## config.mk

```make
export PLATFORM = sky130hd
export DESIGN_NAME = telemetry_framer
export DESIGN_NICKNAME = d
export VERILOG_FILES = /design/src/rtl/telemetry_framer.sv
export SDC_FILE = /design/constraint.sdc
export NUM_CORES = 1
export LEC_CHECK = 0
export ABC_AREA = 1
export ABC_CLOCK_PERIOD_IN_PS = 3150
export CORE_UTILIZATION = 50
export CTS_CLUSTER_DIAMETER = 200
export CTS_CLUSTER_SIZE = 24
export DETAILED_ROUTE_END_ITERATION = 8
export PLACE_DENSITY = 0.7
export SYNTH_ARGS = -nofsm -noshare
export SYNTH_HDL_FRONTEND = slang
export SYNTH_SLANG_ARGS = --single-unit
export TNS_END_PERCENT = 10
```

## constraint.sdc

```tcl
create_clock -name clk -period 3.15 [get_ports clk]
set_clock_uncertainty 0.2 [all_clocks]
set_input_delay 0.7875 -clock clk [delete_from_list [all_inputs] [get_ports clk]]
set_output_delay 0.7875 -clock clk [all_outputs]
set_load 0.01 [all_outputs]
```

## src/rtl/telemetry_framer.sv

```systemverilog
// Buffers 16-bit telemetry words and frames them as HEADER, len, data (MSB first), checksum.
// Latency: header start one cycle after trigger in IDLE; each byte waits for a full busy rise/fall before the next.
module telemetry_framer #(
    parameter int         FRAME_WORDS = 4,
    parameter int         FIFO_DEPTH  = 8,
    parameter logic [7:0] HEADER      = 8'hA5
) (
    input  logic        clk,
    input  logic        rst_n,
    input  logic        wr_en,
    input  logic [15:0] wr_data,
    input  logic        flush,
    output logic        full,
    output logic        overflow,
    output logic [7:0]  tx_data,
    output logic        tx_start,
    input  logic        tx_busy,
    output logic        frame_active
);
    localparam int AW = $clog2(FIFO_DEPTH);
    localparam int CW = $clog2(FIFO_DEPTH + 1);

    typedef enum logic [2:0] {S_IDLE, S_HDR, S_LEN, S_DHI, S_DLO, S_CSUM} state_t;
    typedef enum logic [1:0] {P_ISSUE, P_WAIT_HI, P_WAIT_LO} phase_t;

    state_t state, state_nxt;
    phase_t phase, phase_nxt;

    logic [15:0]   mem [FIFO_DEPTH];
    logic [AW-1:0] wr_ptr, rd_ptr;
    logic [CW-1:0] count;
    logic [15:0]   head;
    logic          push, pop;

    logic [7:0]    len, wleft, csum, frame_len, cur_byte;
    logic          pend_flush, flush_req, has_words, trigger;
    logic          issue, start_frame, frame_done;

    // Word FIFO; a pop frees a slot in the same cycle, so push-while-full succeeds when popping.
    assign full = (count == CW'(FIFO_DEPTH));
    assign push = wr_en && (!full || pop);
    assign head = mem[rd_ptr];

    always_ff @(posedge clk) begin
        if (push) mem[wr_ptr] <= wr_data;
    end

    always_ff @(posedge clk or negedge rst_n) begin
        if (!rst_n) begin
            wr_ptr   <= '0;
            rd_ptr   <= '0;
            count    <= '0;
            overflow <= 1'b0;
        end else begin
            overflow <= wr_en && !push;
            if (push) wr_ptr <= wr_ptr + 1'b1;
            if (pop)  rd_ptr <= rd_ptr + 1'b1;
            if (push && !pop)      count <= count + 1'b1;
            else if (pop && !push) count <= count - 1'b1;
        end
    end

    assign flush_req = flush || pend_flush;
    assign has_words = (count != '0);
    assign trigger   = (count >= CW'(FRAME_WORDS)) || (flush_req && has_words);
    assign frame_len = (count >= CW'(FRAME_WORDS)) ? 8'(FRAME_WORDS) : 8'(count);

    always_ff @(posedge clk or negedge rst_n) begin
        if (!rst_n) begin
            state <= S_IDLE;
            phase <= P_ISSUE;
        end else begin
            state <= state_nxt;
            phase <= phase_nxt;
        end
    end

    // The header is issued straight from IDLE, so HDR is entered already waiting for busy.
    always_comb begin
        state_nxt = state;
        phase_nxt = phase;
        if (state == S_IDLE) begin
            phase_nxt = P_ISSUE;
            if (trigger && !tx_busy) begin
                state_nxt = S_HDR;
                phase_nxt = P_WAIT_HI;
            end
        end else begin
            case (phase)
                P_ISSUE:   if (!tx_busy) phase_nxt = P_WAIT_HI;
                P_WAIT_HI: if (tx_busy)  phase_nxt = P_WAIT_LO;
                P_WAIT_LO: begin
                    if (!tx_busy) begin
                        phase_nxt = P_ISSUE;
                        case (state)
                            S_HDR:   state_nxt = S_LEN;
                            S_LEN:   state_nxt = S_DHI;
                            S_DHI:   state_nxt = S_DLO;
                            S_DLO:   state_nxt = (wleft != 8'd0) ? S_DHI : S_CSUM;
                            default: state_nxt = S_IDLE;
                        endcase
                    end
                end
                default:   phase_nxt = P_ISSUE;
            endcase
        end
    end

    always_comb begin
        issue    = 1'b0;
        cur_byte = HEADER;
        if (state == S_IDLE) begin
            issue = trigger && !tx_busy;
        end else if (phase == P_ISSUE && !tx_busy) begin
            issue = 1'b1;
            case (state)
                S_LEN:   cur_byte = len;
                S_DHI:   cur_byte = head[15:8];
                S_DLO:   cur_byte = head[7:0];
                S_CSUM:  cur_byte = csum;
                default: cur_byte = HEADER;
            endcase
        end
    end

    assign start_frame = issue && (state == S_IDLE);
    assign pop         = issue && (state == S_DLO);
    assign frame_done  = (state == S_CSUM) && (phase == P_WAIT_LO) && !tx_busy;

    always_ff @(posedge clk or negedge rst_n) begin
        if (!rst_n) begin
            tx_start     <= 1'b0;
            tx_data      <= 8'h00;
            len          <= 8'h00;
            wleft        <= 8'h00;
            csum         <= 8'h00;
            frame_active <= 1'b0;
            pend_flush   <= 1'b0;
        end else begin
            tx_start <= issue;
            if (issue) tx_data <= cur_byte;
            if (start_frame) begin
                len          <= frame_len;
                wleft        <= frame_len;
                csum         <= 8'h00;
                frame_active <= 1'b1;
            end else begin
                if (issue && (state inside {S_LEN, S_DHI, S_DLO})) csum <= csum + cur_byte;
                if (pop) wleft <= wleft - 1'b1;
                if (frame_done) frame_active <= 1'b0;
            end
            // A flush seen with an empty FIFO in IDLE is dropped; outside IDLE it waits for the next IDLE.
            if (state == S_IDLE) pend_flush <= !start_frame && flush_req && has_words;
            else if (flush)      pend_flush <= 1'b1;
        end
    end

endmodule

```

==> impl_metrics.py, run 1 <==
metrics = {
    "floorplan": {
        "start_util_pct": 51.14,
        "die_h_um": 126.7,
        "die_width_um": 126.7,
        "ioPinCount": 33,
        "core_area_um2": 15200,
        "rows": 45,
        "die_area_um2": 16050,
    },
    "sta": {
        "setup_ws_ns": 0.08198,
        "max_slew_margin_pct": 58.49,
        "fmax_mhz": 325.9,
        "period_needed_ns": 3.068,
        "finalMaxSlewViolations": 0,
        "hold_slack_ns": 0.09026,
        "hold_viol_final": 0,
        "min_period_over_period_pct": 97.40,
        "setup_violations": 0,
        "rsz0062_at_grt": "yes",
        "fin_tns_setup_ns": 0,
        "tightest_slew_ns": 0.6180,
    },
    "yosys": {
        "synth_simple_gate_area_share_pct": 15.21,
        "synth_top_flop_cell": "edfxtp_1",
        "synth_top_area_share_pct": 49.44,
        "synth_edf_count": 128,
        "muxShareOfSynthArea_pct": 0,
        "yosys.area_share.adder_pct": 2.929,
        "synth_nets": 719,
        "synth_compound_area_share_pct": 11.39,
        "synth_area_um2": 7775,
        "synth_seq_area_share_pct": 64.56,
        "synth_area_leaders": "edfxtp_1, dfrtp_1, nand2_1",
        "synth.distinct_cells": 50,
        "yosysTopAreaCell": "edfxtp_1",
        "synth_xor_area_share_pct": 1.336,
        "synthArstFlopShare_pct": 26.86,
        "synth_top_family_by_area": "simple AND/OR/NAND/NOR gates",
        "yosysWarningCount": 0,
        "avgSynthCellArea_um2": 11.42,
        "synth_cells": 681,
        "synth_seq_cells": 175,
    },
    "route": {
        "drt-total-wl_mm": 18.39,
        "drc": 0,
        "via_count": 5661,
        "wl_per_cell_um": 18.46,
        "drt_iter0_markers": 403,
        "via_per_inst": 5.684,
        "drtPass1Iterations": 5,
        "final_antenna_net_count": 0,
    },
    "global_routing": {
        "grt_use_total_pct": 24.48,
        "grt_max_degree": 29,
        "antenna_found_initial": 0,
        "grt_pass1_vias": 5708,
        "grt_overflow": 0,
        "grt_pass1_wl_mm": 29.28,
    },
    "placed_design": {
        "dp_hpwl_mm": 12.32,
        "dp_slack_ns": -0.5227,
        "port_buffers": 32,
        "gp_congestion": 0.8561,
    },
    "final_layout": {
        "multiInputGateArea_um2": 2527,
        "syn_to_final_growth_pct": 25.31,
        "final_util_pct": 64.09,
        "nets": 833,
        "regArea_um2": 5022,
        "diodes": 0,
        "drive_above_1_share_pct": 22.77,
        "n_fill_cell": 1146,
    },
    "clock_network": {
        "cts_buffers": 17,
        "path_clk_slew_ns": 0.07,
        "cts_buffer_depth": 2,
        "clockRootBuffer": "clkbuf_16",
        "cts_max_level": 4,
        "cts.sinks": 175,
        "cts_tree": "done",
        "clock_latency_ns": 0.44,
    },
    "power_and_ir_drop": {
        "irDropWorstVdd_mv": 0.4958,
        "total_power_w": 0.009510,
        "leakagePower_nw": 3.871,
        "p_per_area_nw_per_um2": 976.1,
    },
    "critical_path": {
        "crit_arrival_ns": 3.20,
        "worst-setup-path-type": "reg -> reg",
        "crit_required_ns": 3.28,
        "slowest_stage": "dfrtp_2",
        "ff2ff_setup_slack_ns": 0.08,
        "start_kind": "flip-flop",
        "r2r_cells": 14,
        "slowest_delay_ns": 0.46,
        "r2r_end": "csum[5]",
        "crit_chain": "clkinvlp_4, ha_1, inv_1, nand2_1, buf_4, a221oi_1, nand3_1, ha_4, a21oi_1, nand2_1, a21o_1, a21oi_1, xor2_1, o21ai_1",
        "cp-end-kind": "flip-flop",
        "path_max_fanout": 4,
        "reg2reg_from": "state[2]",
    },
    "outcome": {
        "status": "complete, no violations",
    },
    "min_path": {
        "hp-class": "in -> async",
    },
    "job": {
        "max-cap-violations": 0,
    },
}
## routing by layer
metal	vias up	wire [um]	GRT usage, %
met4	0	593	11.97
li1	2634	-	-
met1	2796	7679	31.92
met3	40	1050	4.471
met5	-	0	0
met2	191	9065	39.81
## per-stage QoR
step / cells / instance area, um2
detailed placement: 949 / 8818
CTS: 982 / 9495
floorplan: 681 / 7775
finish: 996 / 9743
global placement: 949 / 8818
global route: 996 / 9743
## how the worst max path moves through the flow
stage                   start         to  slack, ns
global placement      tx_busy    csum[6]      -0.35
CTS                 rd_ptr[1]    csum[5]       0.01
finish               state[2]    csum[5]       0.08
detailed placement    tx_busy    csum[6]      -0.52
global route         state[2]    csum[5]      -0.05
floorplan             tx_busy  mem[1][0]      -0.09
## final cells by class
type / count / share of cell area, %
clock buffers: 19 / 4.443
clock inverters: 13 / 2.183
inverters: 61 / 2.581
multi-input cells: 421 / 25.94
flip-flops and latches: 175 / 51.55
well taps: 188 / 2.414
repair buffers: 119 / 10.89
## cell usage after synthesis (2+ instances only)
cell	instances
edfxtp_1	128
nand2_1	97
nor2_1	85
o21ai_0	66
inv_1	52
dfrtp_1	47
nand3_1	26
o221ai_1	19
a21oi_1	15
ha_1	15
o22ai_1	13
clkbuf_1	12
o211ai_1	11
nor3_1	7
buf_4	6
inv_2	6
buf_2	5
nand2_4	5
nand4_1	5
nor2_4	5
xnor2_1	5
xor2_1	5
o21ai_1	4
or2_2	4
nand2_2	3
o21a_1	3
a211oi_1	2
a21o_1	2
a221oi_1	2
fa_1	2
nand3_2	2
nand3b_1	2
nor2_2	2
nor2_8	2
## sequential cells by signal, indices dropped and copies added (netlist names)
name and cells:
overflow 1, wleft 8, tx_data 8, rd_ptr 3, tx_start 1, wr_ptr 3
state 3, mem 128, pend_flush 1, frame_active 1, count 4, len 4
phase 2, csum 8
## cell usage in the layout, fill, tap and decap left out, drive strengths merged, types with 6 or more instances in the layout
cell	instances
dfrtp	47
nor2	94
xor2	6
nand3	28
o221ai	19
a21oi	16
nor3	9
nand2	106
clkbuf	19
o211ai	11
edfxtp	128
clkdlybuf4s50	30
inv	59
buf	88
ha	15
o22ai	13
o21ai	70
## cell families after synthesis
group                      after synthesis
AOI/OAI and AO/OA                      143
xor gates and xnor gates                11
adders and majority gates               17
buffers and inverters                   85
DFF                                    175
and+or+nand+nor                        250
## repair_timing
action | CTS | global route
resized for setup | 5 | 43
endpoints found under the setup margin | 3 | 4
hold buffers | 0 | 0
buffers inserted | 1 | 15
pin swaps | 1 | 18
## critical path: cells and delay by family, from the launching register on
family,cells,cell delay (ns)
AOI/OAI and AO/OA,5,0.81
buffers and inverters,3,0.39
adders and majority gates,2,0.57
xor gates and xnor gates,1,0.17
and+or+nand+nor,3,0.38
DFF,1,0.46
## report_power, final
| group | leakage [nW] | total [W] | switching (W) | internal (W) |
|---|---|---|---|---|
| Clock | 0.304 | 0.00229 | 0.000881 | 0.00141 |
| Sequential | 1.74 | 0.00334 | 0.000337 | 0.00300 |
| Combinational | 1.83 | 0.00388 | 0.00224 | 0.00164 |
(Power assumes the default switching activity.)
==> run 2: changes to the inputs <==
Settings changed: ABC_CLOCK_PERIOD_IN_PS 3150 to not set, CAP_MARGIN set to 30.
==> results of run 2 <==
No change in the layout: final DEF, timing and power equal those of run 1.
==> run 3: changes to the inputs <==
Settings changed: HOLD_SLACK_MARGIN set to 0.05, PLACE_DENSITY 0.7 to 0.68.
Clock period 3.15 ns to 3.5 ns, I/O delays scaled along.
==> run 3 against run 2 <==
Effect of this change:
- register-to-register slack gained 0.18 ns
- routed wire length shrank 7.2%
- total power shrank 16%
- critical path depth grew 2
- core utilization shrank 3.1 points
- setup slack gained 0.11 ns
- non-clock buffer count shrank 43
- cell area shrank 4.9%
- final cell count shrank 4.3%
- flip-flop and latch count is the same
- clock power shrank 16%
- critical path type is now in -> reg
- largest power group unchanged
==> impl_metrics.py, run 3 (synthesis gave the netlist of run 1 again) <==
metrics = {
    "route": {
        "drc": 0,
        "wl_per_cell_um": 17.91,
        "via_per_inst": 5.710,
        "final_antenna_net_count": 0,
        "drt-total-wl_mm": 17.07,
        "drtPass1Iterations": 5,
        "drt_iter0_markers": 507,
        "via_count": 5442,
    },
    "placed_design": {
        "dp_hpwl_mm": 11.26,
        "gp_congestion": 0.9113,
        "dpl-instance-area_um2": 8658,
        "port_buffers": 32,
    },
    "floorplan": {
        "ioPinCount": 33,
        "rows": 45,
        "start_util_pct": 51.14,
        "die_h_um": 126.7,
        "core_area_um2": 15200,
        "die_width_um": 126.7,
        "die_area_um2": 16050,
    },
    "final_layout": {
        "largest_register_ffs": 128,
        "nets": 790,
        "largest_register": "mem",
        "final_cell_mix": "edfxtp_1, nand2_1, nor2_1",
        "n_fill_cell": 1153,
        "diodes": 0,
        "regArea_um2": 5021,
        "drive_above_1_share_pct": 15.42,
        "final_common_cell": "edfxtp_1",
        "fin_area_um2": 9265,
        "multiInputGateArea_um2": 2420,
        "syn_to_final_growth_pct": 19.17,
    },
    "power_and_ir_drop": {
        "p_int_w": 0.005010,
        "seq_power_share_pct": 37.5,
        "p_per_area_nw_per_um2": 857.3,
        "clockPowerShare_pct": 24.4,
        "switchingPower_w": 0.002933,
        "p_sw_share_pct": 36.92,
        "irDropWorstVdd_mv": 0.5294,
        "leakagePower_nw": 3.652,
        "pwr-share-comb_pct": 38.2,
    },
    "min_path": {
        "hp-class": "in -> async",
    },
    "global_routing": {
        "grt_pass1_wl_mm": 27.68,
        "grt_overflow": 0,
        "grt_pass1_vias": 5442,
        "grt_use_total_pct": 22.97,
        "grt_max_degree": 67,
        "antenna_found_initial": 0,
    },
    "sta": {
        "max_slew_margin_pct": 51.16,
        "period_needed_ns": 3.313,
        "min_period_over_period_pct": 94.65,
        "fin_tns_setup_ns": 0,
        "tightest_slew_ns": 0.7325,
        "fmax_mhz": 301.9,
        "rsz0062_at_grt": "no",
        "finalMaxSlewViolations": 0,
        "hold_viol_final": 0,
        "setup_violations": 0,
    },
    "clock_network": {
        "clock_latency_ns": 0.43,
        "cts_resized": 0,
        "cts_buffers": 17,
        "cts_setup_buffers": 0,
        "clockRootBuffer": "clkbuf_16",
        "path_clk_slew_ns": 0.06,
        "ctsHoldBuffers": 0,
        "cts_tree": "done",
        "cts_buffer_depth": 2,
        "cts.sinks": 175,
        "cts_max_level": 4,
    },
    "critical_path": {
        "critical_path_cell_count": 16,
        "start_kind": "primary input",
        "worst-setup-path-type": "in -> reg",
        "crit_arrival_ns": 3.41,
        "cp-end-kind": "flip-flop",
        "cp_top_family": "simple AND/OR/NAND/NOR gates",
        "r2r_cells": 14,
        "path_max_fanout": 2,
        "slowest_stage": "clkdlybuf4s50_1",
        "crit_chain": "clkdlybuf4s50_1, inv_1, nand2_2, nor2_8, nand2_1, a221oi_1, nand3_1, ha_1, fa_1, nand3_1, nand2_1, nand2_1, nand2_1, a21oi_1, xor2_1, o22ai_1",
        "crit_buf_inv": 2,
        "crit_required_ns": 3.60,
        "cp_common_cell": "nand2_1",
        "slowest_delay_ns": 0.43,
        "ff2ff_setup_slack_ns": 0.26,
    },
    "job": {
        "max-cap-violations": 0,
    },
    "outcome": {
        "status": "complete, no violations",
    },
}
[run 3: cell types whose count changed in the layout (fill, tap and decap cells not counted), moves of 3 or more]
cell | before | now
nand2_2 | 7 | 3
o21ai_1 | 13 | 4
nand2_1 | 92 | 97
clkinvlp_4 | 5 | 1
buf_4 | 77 | 36
a21oi_1 | 12 | 15
ha_4 | 3 | 0
ha_1 | 11 | 15
inv_2 | 9 | 6
inv_1 | 46 | 52
a21oi_2 | 3 | 0
o21ai_0 | 57 | 66
inv_6 | 2 | 6
buf_6 | 4 | 0
[run 3: layer usage]
layer	wire length (um)	part of all wire [%]	vias to the layer above	track usage, %
met1	7191	42	2673	29.06
met3	968	5.7	31	5.061
met5	0	0	-	0
li1	-	-	2553	-
met4	344	2.0	0	9.314
met2	8564	50	185	38.61
[run 3: final timing paths]
kind / from / to
hold / removal: rst_n / wleft[7]
min in group clk: tx_data[6] / tx_data[6]
setup reg to reg: rd_ptr[2] / csum[6]
setup / recovery: tx_busy / csum[6]
max in group asynchronous: rst_n / tx_data[5]
hold reg to reg: tx_data[6] / tx_data[6]
[run 3: power by group through the flow]
stage / clock network [W] / logic [W] / registers [W]
finish: 0.00193 / 0.00303 / 0.00298
floorplan: 0 / 0.00197 / 0.00296
detailed placement: 0 / 0.00301 / 0.00302
global placement: 0 / 0.00292 / 0.00300
global route: 0.00203 / 0.00336 / 0.00303
CTS: 0.00196 / 0.00303 / 0.00298
[run 3: area by class of cell]
type	instances	share of cell area, %
Clock buffer	17	4.591
Clock inverter	15	1.958
Inverter	61	2.552
Timing Repair Buffer	76	8.049
Sequential cell	175	54.19
Tap cell	188	2.539
Multi-Input combinational cell	421	26.12
[run 3: metrics by stage]
stage               util (%)  total power, W  instances  worst slack [ns]  hold slack [ns]
finish                 60.95        0.007943        953            0.1872           0.2345
global route           60.95        0.008421        953           0.03452           0.2727
CTS                    60.95        0.007962        953            0.1826           0.2574
detailed placement     56.95        0.006029        921           -0.2190           0.2705
global placement       56.95        0.005915        921          -0.09449           0.2679
floorplan                  -        0.004922        681            0.1745           0.2424
